--- config.mk ---
export PLATFORM = sky130hd
export DESIGN_NAME = axis_uart_tx_framer_flat
export DESIGN_NICKNAME = d
export VERILOG_FILES = /design/src/rtl/axis_uart_pkg.sv /design/src/rtl/axis_uart_tx_framer_if.sv /design/src/rtl/axis_uart_tx_framer.sv /design/src/flat_wrapper.sv
export SDC_FILE = /design/constraint.sdc
export NUM_CORES = 1
export LEC_CHECK = 0
export CORE_MARGIN = 2
export CORE_UTILIZATION = 49
export CTS_CLUSTER_DIAMETER = 50
export CTS_CLUSTER_SIZE = 20
export DETAILED_ROUTE_END_ITERATION = 12
export PLACE_DENSITY = 0.81
export SLEW_MARGIN = 40
export SYNTH_ARGS = -nofsm -noshare
export SYNTH_HDL_FRONTEND = slang
export SYNTH_SLANG_ARGS = --single-unit
--- constraint.sdc ---
create_clock -name aclk -period 3.5 [get_ports aclk]
set_clock_uncertainty 0.05 [all_clocks]
set_input_delay 0.7 -clock aclk [delete_from_list [all_inputs] [get_ports aclk]]
set_output_delay 0.7 -clock aclk [all_outputs]
set_load 0.1 [all_outputs]
--- src/rtl/axis_uart_pkg.sv ---
// ----------------------------------------------------------------------------
// axis_uart_pkg
// Shared definitions for the AxisUart byte framing layer (TX framer today,
// RX deframer later).
//   - DEF_START_BYTE / DEF_STOP_BYTE / DEF_ESCAPE_BYTE : default delimiters
//   - framer_state_e : TX framer FSM states
//   - is_special()   : true for bytes that must be escaped inside a frame
// ----------------------------------------------------------------------------
package axis_uart_pkg;

    localparam logic [7:0] DEF_START_BYTE  = 8'h7D;
    localparam logic [7:0] DEF_STOP_BYTE   = 8'h7E;
    localparam logic [7:0] DEF_ESCAPE_BYTE = 8'h7F;

    typedef enum logic [1:0] {
        ST_IDLE = 2'd0,   // waiting for a packet, nothing in flight
        ST_DATA = 2'd1,   // passing payload bytes through
        ST_ESC  = 2'd2,   // escape prefix loaded, held byte still to send
        ST_STOP = 2'd3    // last beat consumed, STOP still to send
    } framer_state_e;

    function automatic logic is_special(
        input logic [7:0] b,
        input logic [7:0] start_b,
        input logic [7:0] stop_b,
        input logic [7:0] esc_b
    );
        return (b == start_b) || (b == stop_b) || (b == esc_b);
    endfunction

endpackage

--- src/rtl/axis_uart_tx_framer_if.sv ---
// ----------------------------------------------------------------------------
// axis_uart_tx_framer_if
// Byte-wide AXI-Stream bundle used on both sides of the TX framer.
//   tvalid/tready : handshake
//   tdata[7:0]    : byte
//   tkeep         : 1 = byte present, 0 = null beat
//   tlast         : last beat of a packet
// master drives tvalid/tdata/tkeep/tlast, slave drives tready.
// ----------------------------------------------------------------------------
interface axis_uart_tx_framer_if;
    logic       tvalid;
    logic       tready;
    logic [7:0] tdata;
    logic       tkeep;
    logic       tlast;

    modport master (output tvalid, output tdata, output tkeep, output tlast,
                    input  tready);
    modport slave  (input  tvalid, input  tdata, input  tkeep, input  tlast,
                    output tready);
endinterface

--- src/rtl/axis_uart_tx_framer.sv ---
// ----------------------------------------------------------------------------
// axis_uart_tx_framer
// Turns AXI-Stream packets into framed byte streams for the UART transmitter:
//   START, payload (special bytes prefixed with ESCAPE), STOP.
// Ports:
//   aclk    : clock
//   aresetn : asynchronous, active-low reset
//   target  : payload input (slave); tkeep=0 beats carry no byte
//   txbyte  : framed byte output (master); tkeep constant 1, tlast unused (0)
// The output is a single register slot: a byte loads only when the slot is
// free (empty or being accepted this cycle), so backpressure stalls every
// state without losing or duplicating bytes.
// ----------------------------------------------------------------------------
module axis_uart_tx_framer
    import axis_uart_pkg::*;
#(
    parameter logic [7:0] START_BYTE  = DEF_START_BYTE,
    parameter logic [7:0] STOP_BYTE   = DEF_STOP_BYTE,
    parameter logic [7:0] ESCAPE_BYTE = DEF_ESCAPE_BYTE
) (
    input  logic                          aclk,
    input  logic                          aresetn,
    axis_uart_tx_framer_if.slave          target,
    axis_uart_tx_framer_if.master         txbyte
);

    framer_state_e state_q, state_d;
    logic          tvalid_q, tvalid_d;
    logic [7:0]    tdata_q,  tdata_d;
    logic [7:0]    hold_q,   hold_d;
    logic          last_q,   last_d;

    logic out_free;
    logic in_hs;

    assign out_free = !tvalid_q || txbyte.tready;

    // Input is only taken in DATA and only when the output slot can accept
    // whatever that beat produces; independent of target.tvalid.
    assign target.tready = (state_q == ST_DATA) && out_free;
    assign in_hs         = target.tvalid && target.tready;

    assign txbyte.tvalid = tvalid_q;
    assign txbyte.tdata  = tdata_q;
    assign txbyte.tkeep  = 1'b1;
    assign txbyte.tlast  = 1'b0;

    always_comb begin
        state_d = state_q;
        // Without a new load, an accepted byte empties the slot.
        tvalid_d = tvalid_q && !txbyte.tready;
        tdata_d  = tdata_q;
        hold_d   = hold_q;
        last_d   = last_q;

        unique case (state_q)
            ST_IDLE: begin
                if (target.tvalid && out_free) begin
                    tvalid_d = 1'b1;
                    tdata_d  = START_BYTE;
                    state_d  = ST_DATA;
                end
            end

            ST_DATA: begin
                if (in_hs) begin
                    if (target.tkeep) begin
                        if (is_special(target.tdata, START_BYTE, STOP_BYTE, ESCAPE_BYTE)) begin
                            tvalid_d = 1'b1;
                            tdata_d  = ESCAPE_BYTE;
                            hold_d   = target.tdata;
                            last_d   = target.tlast;
                            state_d  = ST_ESC;
                        end else begin
                            tvalid_d = 1'b1;
                            tdata_d  = target.tdata;
                            state_d  = target.tlast ? ST_STOP : ST_DATA;
                        end
                    end else begin
                        // Null beat: nothing to emit, but tlast still ends the frame.
                        state_d = target.tlast ? ST_STOP : ST_DATA;
                    end
                end
            end

            ST_ESC: begin
                if (out_free) begin
                    tvalid_d = 1'b1;
                    tdata_d  = hold_q;
                    state_d  = last_q ? ST_STOP : ST_DATA;
                end
            end

            ST_STOP: begin
                if (out_free) begin
                    tvalid_d = 1'b1;
                    tdata_d  = STOP_BYTE;
                    state_d  = ST_IDLE;
                end
            end

            default: state_d = ST_IDLE;
        endcase
    end

    always_ff @(posedge aclk or negedge aresetn) begin
        if (!aresetn) begin
            state_q  <= ST_IDLE;
            tvalid_q <= 1'b0;
            tdata_q  <= 8'h00;
            hold_q   <= 8'h00;
            last_q   <= 1'b0;
        end else begin
            state_q  <= state_d;
            tvalid_q <= tvalid_d;
            tdata_q  <= tdata_d;
            hold_q   <= hold_d;
            last_q   <= last_d;
        end
    end

endmodule

--- src/flat_wrapper.sv ---
// flat-port wrapper written by rule: the top's interface ports become plain ports
module axis_uart_tx_framer_flat import axis_uart_pkg::*;
#(
    parameter logic [7:0] START_BYTE  = DEF_START_BYTE,
    parameter logic [7:0] STOP_BYTE   = DEF_STOP_BYTE,
    parameter logic [7:0] ESCAPE_BYTE = DEF_ESCAPE_BYTE
)
  (aclk, aresetn, target_tvalid, target_tdata, target_tkeep, target_tlast, target_tready, txbyte_tvalid, txbyte_tdata, txbyte_tkeep, txbyte_tlast, txbyte_tready);
  axis_uart_tx_framer_if target_i ();
  axis_uart_tx_framer_if txbyte_i ();
  input  logic aclk;
  input  logic aresetn;
  input wire logic [$bits(target_i.tvalid)-1:0] target_tvalid;
  input wire logic [$bits(target_i.tdata)-1:0] target_tdata;
  input wire logic [$bits(target_i.tkeep)-1:0] target_tkeep;
  input wire logic [$bits(target_i.tlast)-1:0] target_tlast;
  output wire logic [$bits(target_i.tready)-1:0] target_tready;
  output wire logic [$bits(txbyte_i.tvalid)-1:0] txbyte_tvalid;
  output wire logic [$bits(txbyte_i.tdata)-1:0] txbyte_tdata;
  output wire logic [$bits(txbyte_i.tkeep)-1:0] txbyte_tkeep;
  output wire logic [$bits(txbyte_i.tlast)-1:0] txbyte_tlast;
  input wire logic [$bits(txbyte_i.tready)-1:0] txbyte_tready;
  assign target_i.tvalid = target_tvalid;
  assign target_i.tdata = target_tdata;
  assign target_i.tkeep = target_tkeep;
  assign target_i.tlast = target_tlast;
  assign target_tready = target_i.tready;
  assign txbyte_tvalid = txbyte_i.tvalid;
  assign txbyte_tdata = txbyte_i.tdata;
  assign txbyte_tkeep = txbyte_i.tkeep;
  assign txbyte_tlast = txbyte_i.tlast;
  assign txbyte_i.tready = txbyte_tready;
  axis_uart_tx_framer #(.START_BYTE(START_BYTE), .STOP_BYTE(STOP_BYTE), .ESCAPE_BYTE(ESCAPE_BYTE)) u_core (.aclk(aclk), .aresetn(aresetn), .target(target_i), .txbyte(txbyte_i));
endmodule
### Word-level counts from Yosys, hierarchy flattened

Cells that the tools add are included.

* bits in registers: 20
* latch bits: 0
* RAM bits: 0
* ROM bits: 0
* bits of input ports: 14
* logic and storage cells: 51
* memories kept: 0

* add/sub/neg operators: 0
* $mul: 0
* div/mod/pow operators: 0
* $lt $le $gt $ge: 0
* eq/ne operators: 11
* shift operators: 0
* mux-type cells: 21
* bitwise gates (word level): 0
* reduce and logical (&&, ||, !) cells: 14

Operators by type and width (count)
* 2-to-1 mux 8 bit: 6
* one-hot mux 8 bit (4 select lines): 1
* == test 8 x 7 -> 1 bit, second input constant: 3
* 2-to-1 mux 2 bit: 8
* inequality test 2 x 1 -> 1 bit, second input constant: 4
* one-hot mux 2 bit (4 select lines): 1
* AND reduction 4 bit: 2
* AND reduction 5 bit: 1
* == test 2 bit, second input constant: 2
* logical AND 1 bit: 4
* 2-to-1 mux 1 bit: 4
* logical OR 1 bit: 3
* one-hot mux 1 bit (3 select lines): 1
* == test 2 x 1 -> 1 bit, second input constant: 1
* logical NOT 1 bit: 2
* logical NOT 2 bit: 1
* inequality test 2 bit, second input constant: 1
* OR reduction 2 bit: 1

### Longest topological paths before layout

Gate-level depths: netlist (run 1).

* word-level depth: 7
* depth in mapped cells: 6
* gate-level depth less buffers: 4

### Least setup slack after synthesis (run 1)

Ideal clock, no wire load.

* kind: register -> output
* from: reg u_core.tvalid_q (netlist: u_core.txbyte.tvalid)
* to: out target_tready
* arrival time: 2.316 ns
* required time: 2.750 ns
* setup slack: 0.434 ns
* stages on the path, launching flop included: 3
* path through: dfrtp_1 nor2b_1 nor2_1

* cells in the longest elaborated chain, start to end: 3

RTL lines
* start: declaration: RTL line axis_uart_tx_framer.sv:28 `logic tvalid_q, tvalid_d;`
* start signal: assignment: RTL line axis_uart_tx_framer.sv:115 `tvalid_q <= tvalid_d;`
* logical NOT 1 bit: RTL line axis_uart_tx_framer.sv:36 `assign out_free = !tvalid_q || txbyte.tready;`
* logical OR 1 bit: RTL line axis_uart_tx_framer.sv:36
* logical AND 1 bit: RTL line axis_uart_tx_framer.sv:40 `assign target.tready = (state_q == ST_DATA) && out_free;`
* end: declaration: RTL line flat_wrapper.sv:17 `output wire logic [$bits(target_i.tready)-1:0] target_tready;`

No other way between the ends.

### Worst setup path in the final report (run 1)

* from: in txbyte_tready
* to: out target_tready

* cells in the longest elaborated chain, start to end: 2

RTL lines
* start: declaration: RTL line flat_wrapper.sv:22 `input wire logic [$bits(txbyte_i.tready)-1:0] txbyte_tready;`
* logical OR 1 bit: RTL line axis_uart_tx_framer.sv:36
* logical AND 1 bit: RTL line axis_uart_tx_framer.sv:40

No other way between the ends.

==> parameters.txt, run 1 <==
Parameter                              Value

Placement
  HPWL after detailed placement ... 1410 µm
  Placed cell count ... 134
  Total placed instance area ... 1110 µm²
  Quantity of I/O buffers inserted on ports ... 23
  Placer's final routability congestion estimate ... 0.773

Synthesis
  Post-synth net total ... 105
  Synthesized cell area ... 932 µm²
  Proportion of synthesized chip area in sequential cells ... 53.7%
  Synth warn ... 0
  Number of cells produced by synthesis ... 91
  Number of storage elements in the synthesis netlist ... 20
  Distinct cell type count of the synthesized netlist ... 27
  Mean instance size in the synthesized netlist ... 10.2 µm²

Layout
  Final std cells w/o fill ... 137
  Combined area of the multi-input logic cells ... 392 µm²
  Utilization after layout ... 64.5%
  Synth-to-Final Area Change ... 22.0%
  Ratio of cells with drive above 1 in the final layout ... 17.0%
  Register cell area after layout ... 500 µm²
  Post-layout net count ... 128
  Fill count ... 149
  Final std cell area, no fill ... 1140 µm²
  Antenna diode count ... 0
  Most common cell after layout, fill and taps aside ... dfrtp_1
  Commonest cells after routing, fill and taps aside ... 20 x dfrtp_1, 12 x clkdlybuf4s50_1, 10 x nand2_1

STA
  Maximum operating frequency ... 410 MHz
  Setup TNS ... 0 ps
  Min Clock Period, post-route ... 2440 ps
  Fin. max-slew vios ... 0
  Tcrit/Tclk final ... 69.7%
  Number of hold violations in the final report ... 0
  Setup repair after global routing missed its margin ... no
  Final setup violation count ... 0

Detailed routing
  Average wire length per cell after detail routing ... 13.4 µm
  Pre-Repair DR Iteration Count ... 4
  Sum of routed wire length over all layers ... 1840 µm
  Number of design-rule violations left by the first detailed-router iteration ... 22
  Routed Antenna Nets ... 0
  DRC Markers ... 0
  Via count ... 715
  Via density per instance ... 5.22

Clock tree
  Sink Count ... 20
  Worst-Skew Late Latency ... 300 ps
  Number of buffers added by the clock tree synthesis step ... 3
  CTS resizes ... 0
  CTS tree ... done
  Buffers inserted by post-CTS timing repair ... 0
  Clock root buffer ... clkbuf_4
  Number of hold buffers added after cts ... 0
  Clock transition at the registers of the reported paths ... 110 ps
  Clock H-tree levels ... 1
  Worst-case clock buffer depth ... 2

Global route
  Global routing usage summed across all routing layers ... 19.3%
  Largest net degree at the start of global routing ... 21
  Initial antenna violation count ... 0
  First-pass GRT wire length ... 2920 µm
  Global route overflow ... 0
  Via count of the first global-routing pass ... 637

Min path
  Type of the worst min-delay path ... in -> async

Setup path
  CP Capture Type ... output port
  Crit Reg-Reg Startpoint ... u_core.state_q[0]
  Reg-to-reg slack, setup ... 1760 ps
  Critical Path Fanout Max ... 4
  Worst Setup Start Kind ... primary input
  Depth of the worst register-to-register path ... 4
  Slowest cell on crit path ... clkdlybuf4s50_1
  Type of the worst setup path ... in -> out
  Cells along the critical path ... clkdlybuf4s50_1, nor2b_1, nor2_1, buf_4
  Crit path required time ... 2750 ps
  Crit path largest cell delay ... 420 ps
  Reg2Reg Capture Point ... u_core.last_q
  Arrival time reported for the critical path endpoint ... 1690 ps

Die
  Number of I/O pins ... 26
  Width of the die ... 47.6 µm
  Initial Utilization ... 52.8%
  Core Rows ... 15
  Standard cell core area ... 1760 µm²
  Die Ht ... 47.6 µm
  Die outline area ... 2270 µm²

Run status
  Status ... complete, no violations

Run
  Max Cap Viol ... 0
## layer usage
metal	vias to the layer above	wire length (µm)	global-route usage (%)
li1	356	-	-
met1	327	832	28.6
met2	28	879	27.3
met3	4	96	3.40
met4	0	31	9.73
met5	-	0	0
## final cells by class
type | count | area share, %
Clock buffer | 3 | 1.98
Inverter | 3 | 0.990
Multi-Input combinational cell | 63 | 34.4
Sequential cell | 20 | 44.0
Tap cell | 25 | 2.75
Timing Repair Buffer | 23 | 15.8
## cell usage after synthesis, drive strengths merged
| cell type | n | area (µm²) |
|---|---|---|
| a211o | 1 | 8.76 |
| a21oi | 2 | 10.0 |
| a22oi | 2 | 15.0 |
| buf | 4 | 25.0 |
| clkbuf | 1 | 3.75 |
| clkinv | 1 | 3.75 |
| conb | 2 | 7.51 |
| dfrtp | 20 | 500 |
| inv | 2 | 7.51 |
| mux2 | 3 | 45.0 |
| nand2 | 10 | 37.5 |
| nand2b | 4 | 25.0 |
| nand3 | 3 | 15.0 |
| nand4b | 1 | 8.76 |
| nor2 | 6 | 38.8 |
| nor2b | 4 | 25.0 |
| nor3 | 1 | 5.00 |
| o211ai | 1 | 7.51 |
| o21ai | 10 | 50.0 |
| o221a | 1 | 11.3 |
| o22ai | 5 | 31.3 |
| o31ai | 1 | 7.51 |
| or2 | 5 | 31.3 |
| or3 | 1 | 11.3 |
## worst max-delay path, delay by kind of cell
kind | cells | cell delay (ps)
simple gates | 2 | 320
buf+inv | 2 | 660
## logic make-up after synthesis
logic type / share of synthesized area [%]
AOI/OAI and AO/OA: 15.2
other: 0.806
and+or+nand+nor: 21.2
muxes: 4.83
buffers and inverters: 4.29
DFF: 53.7
## registers in the layout, indices dropped and copies added (netlist names)
name,cells
u_core.hold_q,8
u_core.last_q,1
u_core.state_q,2
u_core.txbyte.tdata,8
u_core.txbyte.tvalid,1
## worst max-delay path by stage
stage / start / to / slack [ps]
after floorplan: u_core.txbyte.tvalid / target_tready / 430
after global placement: target_tdata[0] / u_core.last_q / 1090
after detailed placement: target_tdata[0] / u_core.hold_q[0] / 1030
after CTS: txbyte_tready / target_tready / 1080
after global routing: txbyte_tready / target_tready / 1030
final: txbyte_tready / target_tready / 1060
## through the flow
stage | worst slack (ps) | hold WS, ps
2_1_floorplan | 434 | 354
3_3_place_gp | 1090 | 399
3_5_place_dp | 1030 | 406
4_1_cts | 1080 | 275
5_1_grt | 1030 | 294
6_report | 1060 | 267
Power of run 1 is not shown: default switching activity piles up to over one toggle a cycle in this logic, so the estimate is an artifact.
==> run 2, diff against run 1 <==
--- a/config.mk
+++ b/config.mk
@@ -6,11 +6,11 @@
 export NUM_CORES = 1
 export LEC_CHECK = 0
 export CORE_MARGIN = 2
-export CORE_UTILIZATION = 49
+export CORE_UTILIZATION = 46
 export CTS_CLUSTER_DIAMETER = 50
 export CTS_CLUSTER_SIZE = 20
 export DETAILED_ROUTE_END_ITERATION = 12
-export PLACE_DENSITY = 0.81
+export PLACE_DENSITY = 0.77
 export SLEW_MARGIN = 40
 export SYNTH_ARGS = -nofsm -noshare
 export SYNTH_HDL_FRONTEND = slang
==> constraint.sdc (replaced) <==
create_clock -name aclk -period 2.5 [get_ports aclk]
set_clock_uncertainty 0.05 [all_clocks]
set_input_delay 0.5 -clock aclk [delete_from_list [all_inputs] [get_ports aclk]]
set_output_delay 0.5 -clock aclk [all_outputs]
set_load 0.1 [all_outputs]
==> parameters.txt, run 2 (synthesis gave the netlist of run 1 again) <==
Parameter                              Value

Setup path
  Arrival time reported for the critical path endpoint ... 1490 ps (was 1690 ps)
  Type of the worst setup path ... reg -> out (was in -> out)
  CP Capture Type ... output port (unchanged)
  Worst Setup Start Kind ... register (was primary input)
  Reg-to-reg slack, setup ... 730 ps (was 1760 ps)
  Critical Path Fanout Max ... 11 (was 4)
  Crit path required time ... 1950 ps (was 2750 ps)

Layout
  Antenna diode count ... 0 (unchanged)
  Utilization after layout ... 61.9% (was 64.5%)
  Register cell area after layout ... 500 µm² (unchanged)
  Ratio of cells with drive above 1 in the final layout ... 18.4% (was 17.0%)
  Most common cell after layout, fill and taps aside ... dfrtp_1 (unchanged)
  Commonest cells after routing, fill and taps aside ... 20 x dfrtp_1, 13 x clkdlybuf4s50_1, 10 x nand2_1, 10 x buf_4, 7 x o21ai_1 (was 20 x dfrtp_1, 12 x clkdlybuf4s50_1, 10 x nand2_1)
  Post-layout net count ... 129 (was 128)
  Synth-to-Final Area Change ... 28.9% (was 22.0%)
  Fill count ... 166 (was 149)
  Combined area of the multi-input logic cells ... 394 µm² (was 392 µm²)

STA
  Fin. max-slew vios ... 0 (unchanged)
  Min Clock Period, post-route ... 2040 ps
  Final setup violation count ... 0 (unchanged)
  Setup repair after global routing missed its margin ... no (unchanged)
  Number of hold violations in the final report ... 0 (unchanged)
  Setup TNS ... 0 ps (unchanged)
  Tcrit/Tclk final ... 81.4%
  Maximum operating frequency ... 491 MHz

Run status
  Status ... complete, no violations (unchanged)

Global route
  First-pass GRT wire length ... 3240 µm (was 2920 µm)
  Global route overflow ... 0 (unchanged)
  Via count of the first global-routing pass ... 681 (was 637)
  Largest net degree at the start of global routing ... 21 (unchanged)
  Initial antenna violation count ... 0 (unchanged)
  Global routing usage summed across all routing layers ... 17.7% (was 19.3%)

Clock tree
  Number of buffers added by the clock tree synthesis step ... 3 (unchanged)
  Clock root buffer ... clkbuf_4 (unchanged)
  Worst-Skew Late Latency ... 310 ps (was 300 ps)
  Buffers inserted by post-CTS timing repair ... 0 (unchanged)
  Worst-case clock buffer depth ... 2 (unchanged)
  Clock transition at the registers of the reported paths ... 120 ps (was 110 ps)
  Sink Count ... 20 (unchanged)
  CTS resizes ... 0 (unchanged)
  CTS tree ... done (unchanged)
  Clock H-tree levels ... 1 (unchanged)
  Number of hold buffers added after cts ... 0 (unchanged)

Detailed routing
  Via density per instance ... 5.05 (was 5.22)
  Via count ... 712 (was 715)
  Average wire length per cell after detail routing ... 13.2 µm (was 13.4 µm)
  DRC Markers ... 0 (unchanged)
  Routed Antenna Nets ... 0 (unchanged)
  Sum of routed wire length over all layers ... 1860 µm (was 1840 µm)
  Number of design-rule violations left by the first detailed-router iteration ... 27 (was 22)
  Pre-Repair DR Iteration Count ... 4 (unchanged)

Placement
  HPWL after detailed placement ... 1370 µm (was 1410 µm)
  Quantity of I/O buffers inserted on ports ... 23 (unchanged)
  Placer's final routability congestion estimate ... 0.766 (was 0.773)

Run
  Max Cap Viol ... 0 (unchanged)

Die
  Core Rows ... 16 (was 15)
  Die outline area ... 2400 µm² (was 2270 µm²)
  Die Ht ... 49.0 µm (was 47.6 µm)
  Initial Utilization ... 48.0% (was 52.8%)
  Width of the die ... 49.0 µm (was 47.6 µm)
  Number of I/O pins ... 26 (unchanged)
  Standard cell core area ... 1940 µm² (was 1760 µm²)

Min path
  Type of the worst min-delay path ... reg -> reg (was in -> async)
run 2: cell count changes in the layout (fill, tap and decap cells not counted), sizes merged:
cell	delta
clkbuf	+1
clkdlybuf4s50	+1
run 2: final timing paths:
check	from	to	cells past startpoint
setup / recovery	u_core.state_q[1]	target_tready	3
hold / removal	u_core.hold_q[2]	u_core.hold_q[2]	1
setup reg to reg	u_core.state_q[0]	u_core.hold_q[0]	4
hold reg to reg	u_core.hold_q[2]	u_core.hold_q[2]	1
max in group asynchronous	aresetn	u_core.txbyte.tdata[2]	2
min in group asynchronous	aresetn	u_core.hold_q[0]	2
run 2: through the flow:
stage | instances | hold slack (ps) | cell area, µm² | setup slack (ps)
2_1_floorplan | 91 | 154 | 935 | 88.4
3_3_place_gp | 137 | 400 | 1160 | 268
3_5_place_dp | 137 | 406 | 1160 | 236
4_1_cts | 141 | 431 | 1200 | 465
5_1_grt | 141 | 446 | 1200 | 366
6_report | 141 | 427 | 1200 | 465
run 2: cell type report:
cell class	instances	area share [%]
tap	27	2.81
clock buffer	4	3.02
sequential	20	41.7
timing repair buffer	24	18.8
multi-input combinational	63	32.8
inverter	3	0.938
run 2: worst max-delay path: stages (launching register included):
cell,delay (ps)
dfrtp_1,510
nand2b_1,300
nor2_2,180
buf_12,190
run 2: per-layer routing:
layer	part of all wire, %	vias up	track usage (%)
met3	4.7	4	2.76
met5	0	-	0
met4	1.5	0	7.14
met1	50	326	26.3
met2	44	28	25.8
li1	-	354	-
Power of run 2 is left out for the same reason.
